--- src/rtl/reflet_status_collector.sv ---
// Sticky event-flag collector feeding a read-only status register: per-bit sync/edge/flag
// slices, W1C clear, interrupt mask, saturating lost-event counter and registered bus read.

module reflet_status_collector_bit #(
  parameter bit SYNC = 1'b1
) (
  input  logic clk,
  input  logic reset,
  input  logic ev_in,
  input  logic clr,
  output logic flag,
  output logic lost
);
  logic ev_s, rise;
  logic prev_q, prev_d;
  logic flag_q, flag_d;

  generate
    if (SYNC) begin : g_sync
      logic s1_q, s1_d, s2_q, s2_d;
      always_comb begin
        s1_d = ev_in;
        s2_d = s1_q;
      end
      always_ff @(posedge clk) begin
        if (!reset) begin
          s1_q <= 1'b0;
          s2_q <= 1'b0;
        end else begin
          s1_q <= s1_d;
          s2_q <= s2_d;
        end
      end
      assign ev_s = s2_q;
    end else begin : g_nosync
      assign ev_s = ev_in;
    end
  endgenerate

  assign rise = ev_s & ~prev_q;

  // A rise coinciding with a clear wins, so a freshly arriving event is never dropped.
  always_comb begin
    prev_d = ev_s;
    flag_d = (flag_q & ~clr) | rise;
    lost   = rise & flag_q & ~clr;
  end

  always_ff @(posedge clk) begin
    if (!reset) begin
      prev_q <= 1'b0;
      flag_q <= 1'b0;
    end else begin
      prev_q <= prev_d;
      flag_q <= flag_d;
    end
  end

  assign flag = flag_q;
endmodule

module reflet_status_collector #(
  parameter int addr_size   = 16,
  parameter int reg_addr    = 0,
  parameter bit sync_inputs = 1'b1
) (
  input  logic                 clk,
  input  logic                 reset,
  input  logic                 enable,
  input  logic [addr_size-1:0] addr,
  input  logic                 write_en,
  input  logic [7:0]           data_in,
  output logic [7:0]           data_out,
  input  logic [7:0]           events,
  output logic [7:0]           status,
  output logic                 interrupt
);
  localparam logic [addr_size-1:0] A_FLAGS = addr_size'(reg_addr);
  localparam logic [addr_size-1:0] A_MASK  = addr_size'(reg_addr + 1);
  localparam logic [addr_size-1:0] A_CNT   = addr_size'(reg_addr + 2);

  logic       wr, rd;
  logic [7:0] clr, flags, lost;
  logic [7:0] mask_q, mask_d;
  logic [7:0] cnt_q, cnt_d;
  logic [7:0] dout_q, dout_d;
  logic       irq_q, irq_d;

  assign wr  = enable & write_en;
  assign rd  = enable & ~write_en;
  assign clr = (wr && addr == A_FLAGS) ? data_in : 8'h00;

  generate
    for (genvar i = 0; i < 8; i++) begin : g_bit
      reflet_status_collector_bit #(.SYNC(sync_inputs)) u_bit (
        .clk   (clk),
        .reset (reset),
        .ev_in (events[i]),
        .clr   (clr[i]),
        .flag  (flags[i]),
        .lost  (lost[i])
      );
    end
  endgenerate

  always_comb begin
    mask_d = mask_q;
    if (wr && addr == A_MASK) mask_d = data_in;

    // One count per cycle with any lost edge; a counter write overrides it.
    cnt_d = cnt_q;
    if (wr && addr == A_CNT)             cnt_d = 8'h00;
    else if (|lost && cnt_q != 8'hFF)    cnt_d = cnt_q + 8'd1;

    dout_d = 8'h00;
    if (rd) begin
      if (addr == A_FLAGS)     dout_d = flags;
      else if (addr == A_MASK) dout_d = mask_q;
      else if (addr == A_CNT)  dout_d = cnt_q;
    end

    irq_d = |(flags & mask_q);
  end

  always_ff @(posedge clk) begin
    if (!reset) begin
      mask_q <= 8'h00;
      cnt_q  <= 8'h00;
      dout_q <= 8'h00;
      irq_q  <= 1'b0;
    end else begin
      mask_q <= mask_d;
      cnt_q  <= cnt_d;
      dout_q <= dout_d;
      irq_q  <= irq_d;
    end
  end

  assign status    = flags;
  assign data_out  = dout_q;
  assign interrupt = irq_q;
endmodule

--- config.mk ---
export PLATFORM = sky130hd
export DESIGN_NAME = reflet_status_collector
export DESIGN_NICKNAME = d
export VERILOG_FILES = /design/src/rtl/reflet_status_collector.sv
export SDC_FILE = /design/constraint.sdc
export NUM_CORES = 1
export LEC_CHECK = 0
export ABC_AREA = 1
export CAP_MARGIN = 40
export CORE_ASPECT_RATIO = 1.4
export CORE_MARGIN = 2
export CORE_UTILIZATION = 54
export DETAILED_ROUTE_END_ITERATION = 6
export PLACE_DENSITY = 0.84
export SLEW_MARGIN = 10
export SYNTH_ARGS = -nofsm -noshare
export SYNTH_HDL_FRONTEND = slang
export SYNTH_SLANG_ARGS = --single-unit
--- constraint.sdc ---
create_clock -name clk -period 4.87 [get_ports clk]
set_input_delay 1.461 -clock clk [delete_from_list [all_inputs] [get_ports clk]]
set_output_delay 1.461 -clock clk [all_outputs]
set_load 0.01 [all_outputs]
Word level (Yosys, flattened, before mapping)
Cells that the tools add are included.
Operators by class
  add/sub/neg operators: 1
  equal/unequal tests: 3
  muxes and demuxes: 4
  bitwise operators: 61
  reduce and logical (&&, ||, !) cells: 9
Operators with widths (number)
  $and A1 B1 Y1: 34
  $mux W8: 4
  $not A1 Y1: 18
  $eq A16 B1 Y1 const B: 1
  $eq A16 B2 Y1 const B: 1
  $logic_not A16 Y1: 1
  $reduce_or A8 Y1: 2
  $add A8 B1 Y8 const B: 1
  $and A8 B8 Y8: 1
  $ne A8 B8 Y1 const B: 1
  $or A1 B1 Y1: 8
  $logic_and A1 B1 Y1: 4
  $reduce_and A2 Y1: 1
  $reduce_or A2 Y1: 1
Storage, ports and cells
  register bits: 57
  input port bits: 36
  output and inout bits: 17
  logic and storage cells: 114

Depth between registers and ports, before layout
  depth after elaboration: 7
  depth in mapped cells: 13
  mapped depth without buffers: 11

By module
From an unflattened synthesis, not the netlist that was laid out.
Second synthesis, totals
  cells, all modules: 369
  area total of the unflattened synthesis: 2595.0 µm²
By module, submodules not included
  reflet_status_collector: times used 1, cells each 233, area each 1503.9 µm², seq. area each 500.5 µm²
  reflet_status_collector_bit: times used 8, cells each 17, area each 136.4 µm², seq. area each 80.1 µm²

Least setup slack after synthesis
OpenSTA, ideal clock, no wires.
  kind: input-to-reg
  start: input addr[7]
  end: register cnt_q[3]
  library setup time: 115 ps
  arrival: 2555 ps
  data required time: 4755 ps
  path slack: 2200 ps
  stages on the path: 11
  path buffers: 1
  cells stage by stage: nor2_2 > nand2_2 > nor2_8 > nand4_1 > nand2_1 > nand2_1 > nor2_2 > nand2_2 > buf_6 > a21oi_1 > nor2_1
On the way
  word-level cells in the longest chain between the ends: 7
  elaborated cells on any way between the ends: 24
  classes of those cells: 1 x eq/ne; 1 x mux; 16 x bitwise; 6 x reduce/logical
RTL lines
  start: declaration: line 70  | input logic [addr_size-1:0] addr,
  $logic_not A16 Y1: line 91  | assign clr = (wr && addr == A_FLAGS) ? data_in : 8'h00;
  $logic_and A1 B1 Y1: line 91
  $mux W8: line 91
  $not A1 Y1: line 46  | lost = rise & flag_q & ~clr;
  $and A1 B1 Y1: line 46
  $reduce_or A8 Y1: line 113  | else if (|lost && cnt_q != 8'hFF) cnt_d = cnt_q + 8'd1;
  $logic_and A1 B1 Y1: line 113
  end signal: assignment: line 133  | cnt_q <= cnt_d;
  end: declaration: line 85  | logic [7:0] cnt_q, cnt_d;
Several ways; a longest one is shown, not always the timed one.
A chain may end at the register's enable or synchronous reset.

Worst setup path in the final report
  start: input addr[15]
  end: register cnt_q[6]
The elaborated chain is that of the path after synthesis.

==> key figures <==
Run status
  – Status: finished clean

Routing
  – Vias per cell: 4.97
  – Routed wl met3: 405 µm
  – DRT iter0 DRCs: 215
  – Metal-1 WL: 2080 µm
  – WL/cell: 11.9 µm
  – Top Layer Used: met4
  – DRC viols: 0
  – WL met2: 2720 µm
  – Final WL: 5380 µm
  – ANT nets after route: 0
  – DR pass1 iterations: 5
  – DR vias: 2243

Finish
  – Layout cell share with drive strength beyond 1: 0.0900
  – Fill cells: 380
  – Commonest non-fill, non-tap cells in the layout: nand2_1 (86), inv_1 (65), dfxtp_1 (57)
  – Fin nets: 421
  – Footprint of the multi-input gates: 972 µm²
  – Final Instance Area: 3190 µm²
  – Reg area: 1140 µm²
  – Final non-filler cell total: 451
  – Commonest non-fill, non-tap cell in the layout: nand2_1
  – Antenna cells: 0
  – Synth-to-Final Area Change: 29.3%

Clock network
  – H-tree levels: 3
  – Clock Path Buffers: 2
  – Hold_buf cts: 0
  – CTS Root Cell: clkbuf_8
  – Post-CTS sizing: 0
  – Worst-path clk slew: 60 ps
  – Total CTS buffers: 9
  – Clock Latency Late Sink: 330 ps
  – Post-CTS Setup Repair Bufs: 0
  – CTS tree: yes
  – Sink Count: 57

Worst hold path
  – Worst Hold Path Cells: 2
  – Worst Hold Class: reg2reg

Placement
  – Dpl hpwl: 4020 µm
  – Gpl congestion: 0.944
  – Placed Area: 2970 µm²
  – Post-Place Cells: 435
  – IO buf count: 52

STA
  – Slew Limit Fails: 0
  – Setup TNS: 0 ps
  – Fin Hold WS: 411 ps
  – Clk_skew: 6.34 ps
  – Final min period: 3150 ps
  – Worst rel slew slack: 0.673
  – # setup viols final: 0
  – Final Hold Violating Endpoints: 0
  – Worst slew pin tran: 489 ps
  – RSZ-0062 raised after global routing: false
  – Tcrit/Tclk final: 0.647
  – Fmax: 317 MHz

Power
  – Internal power: 0.000822 W
  – Clock power frac: 0.461
  – Net switching power: 0.000226 W
  – Peak supply drop: 0.245 mV
  – Reg power frac: 0.464
  – Sw Share: 0.216
  – Pwr Total: 0.00105 W
  – Static leakage: 1.43 nW
  – Pwr dens: 328 nW/µm²
  – Logic pwr share: 0.075

Synth
  – Cell area after synthesis: 2470 µm²
  – Number of synthesized flops with an enable pin: 0
  – Synth Net Count: 372
  – Netlist cell types: 30
  – Post-synth ARST share: 0
  – Share of the yosys chip area belonging to registers: 0.462
  – Syn Inst Count: 335
  – Predominant post-synthesis flop cell: dfxtp_1
  – Syn. warnings: 0
  – Avg Inst Size Synth: 7.37 µm²
  – Synthesis-stage register bit count: 57

Die
  – Die height: 84.0 µm
  – I/O pin count: 53
  – Die area: 5130 µm²
  – Starting Density: 0.553
  – Core box area: 4460 µm²
  – Num rows: 29
  – Die X: 61.1 µm

Global route
  – Total global routing overflow: 0
  – First-pass GRT wire length: 8940 µm
  – Largest net degree at the start of global routing: 24
  – Vias in the first global route: 2030
  – Initial antenna violation count: 0
  – Total GRT Usage: 0.232

Setup path
  – FF-to-FF path depth: 8
  – Worst r2r src: cnt_q[0]
  – Startpoint Class: input port
  – CP endpoint kind: flop
  – Setup CP Type: in2reg
  – CP Data Arrival Time: 3410 ps
  – Max FO, Critical Path: 13
  – Worst Setup SP: addr[15]
  – Critical Path End: cnt_q[6]
  – RR Endpoint: cnt_q[5]
  – Reg-to-reg setup timing slack: 3130 ps
  – Data required time of the worst path: 5120 ps

Run
  – Number of max-cap violations: 0
logic make-up after synthesis:
logic type,Yosys count,synth area share
and+or+nand+nor,145,0.271
AOI/OAI and AO/OA,48,0.111
DFF,57,0.462
buffers and inverters,82,0.144
adders and majority gates,1,0.00507
xor gates and xnor gates,2,0.00710
metrics by stage:
| step | setup WS [ps] | utilization |
|---|---|---|
| after floorplan | 2200 | - |
| after global placement | 1470 | 0.666 |
| after detailed placement | 1410 | 0.666 |
| after CTS | 1740 | 0.715 |
| after global routing | 1520 | 0.715 |
| final | 1720 | 0.715 |
worst max-delay path, cell delays in order:
cell	delay, ps
clkdlybuf4s50_1	410
nor2_2	120
nand2_2	90
nor2_4	270
nand4_1	190
nand2_1	90
nand2_1	70
nor2_2	130
nand2_2	180
nand2_1	180
nand2_1	70
a21oi_1	130
state kept, by name, indices dropped and copies added (netlist names):
signal                   flops
interrupt                    1
g_bit.u_bit.ev_s             8
cnt_q                        8
g_bit.u_bit.flag             8
mask_q                       8
g_bit.u_bit.prev_q           8
g_bit.u_bit.g_sync.s1_q      8
data_out                     8
synth_stat cells (3+ instances only):
library cell,instances,area share
inv_1,65,0.099
nor2_1,21,0.032
dfxtp_1,57,0.46
nand2_2,4,0.010
nand3_1,10,0.020
o21ai_0,8,0.016
buf_4,8,0.024
nor2_2,7,0.018
nand2_1,86,0.13
a21oi_1,26,0.053
clkbuf_1,4,0.0061
nand4_1,8,0.020
o21ai_1,3,0.0061
o221ai_1,6,0.021
layout make-up:
| cell class | instances | area share |
|---|---|---|
| Timing Repair Buffer | 53 | 0.165 |
| Tap cell | 62 | 0.0243 |
| Multi-Input combinational cell | 196 | 0.305 |
| Clock inverter | 5 | 0.0247 |
| Inverter | 67 | 0.0788 |
| Sequential cell | 57 | 0.358 |
| Clock buffer | 11 | 0.0443 |
worst min path at each step:
stage | startpoint | endpoint | slack, ps
detailed placement | g_bit[2].u_bit.g_sync.s1_q | g_bit[2].u_bit.ev_s | 400
global route | g_bit[4].u_bit.g_sync.s1_q | g_bit[4].u_bit.ev_s | 430
finish | g_bit[2].u_bit.g_sync.s1_q | g_bit[2].u_bit.ev_s | 410
global placement | g_bit[0].u_bit.g_sync.s1_q | g_bit[0].u_bit.ev_s | 390
CTS | g_bit[2].u_bit.g_sync.s1_q | g_bit[2].u_bit.ev_s | 410
floorplan | g_bit[0].u_bit.g_sync.s1_q | g_bit[0].u_bit.ev_s | 390
power by group through the flow:
stage               registers (W)  logic [W]  clock network [W]
floorplan                0.000494  0.0000402                  0
global placement         0.000496  0.0000769                  0
detailed placement       0.000496  0.0000784                  0
CTS                      0.000486  0.0000790           0.000490
global route             0.000487  0.0000875           0.000510
finish                   0.000486  0.0000790           0.000483
routing by layer:
metal / up-vias / global-route usage
met2: 103 / 0.374
met3: 24 / 0.0636
met4: 0 / 0.105
met1: 986 / 0.275
li1: 1130 / -
met5: - / 0
Power figures use the tool's default switching activity.
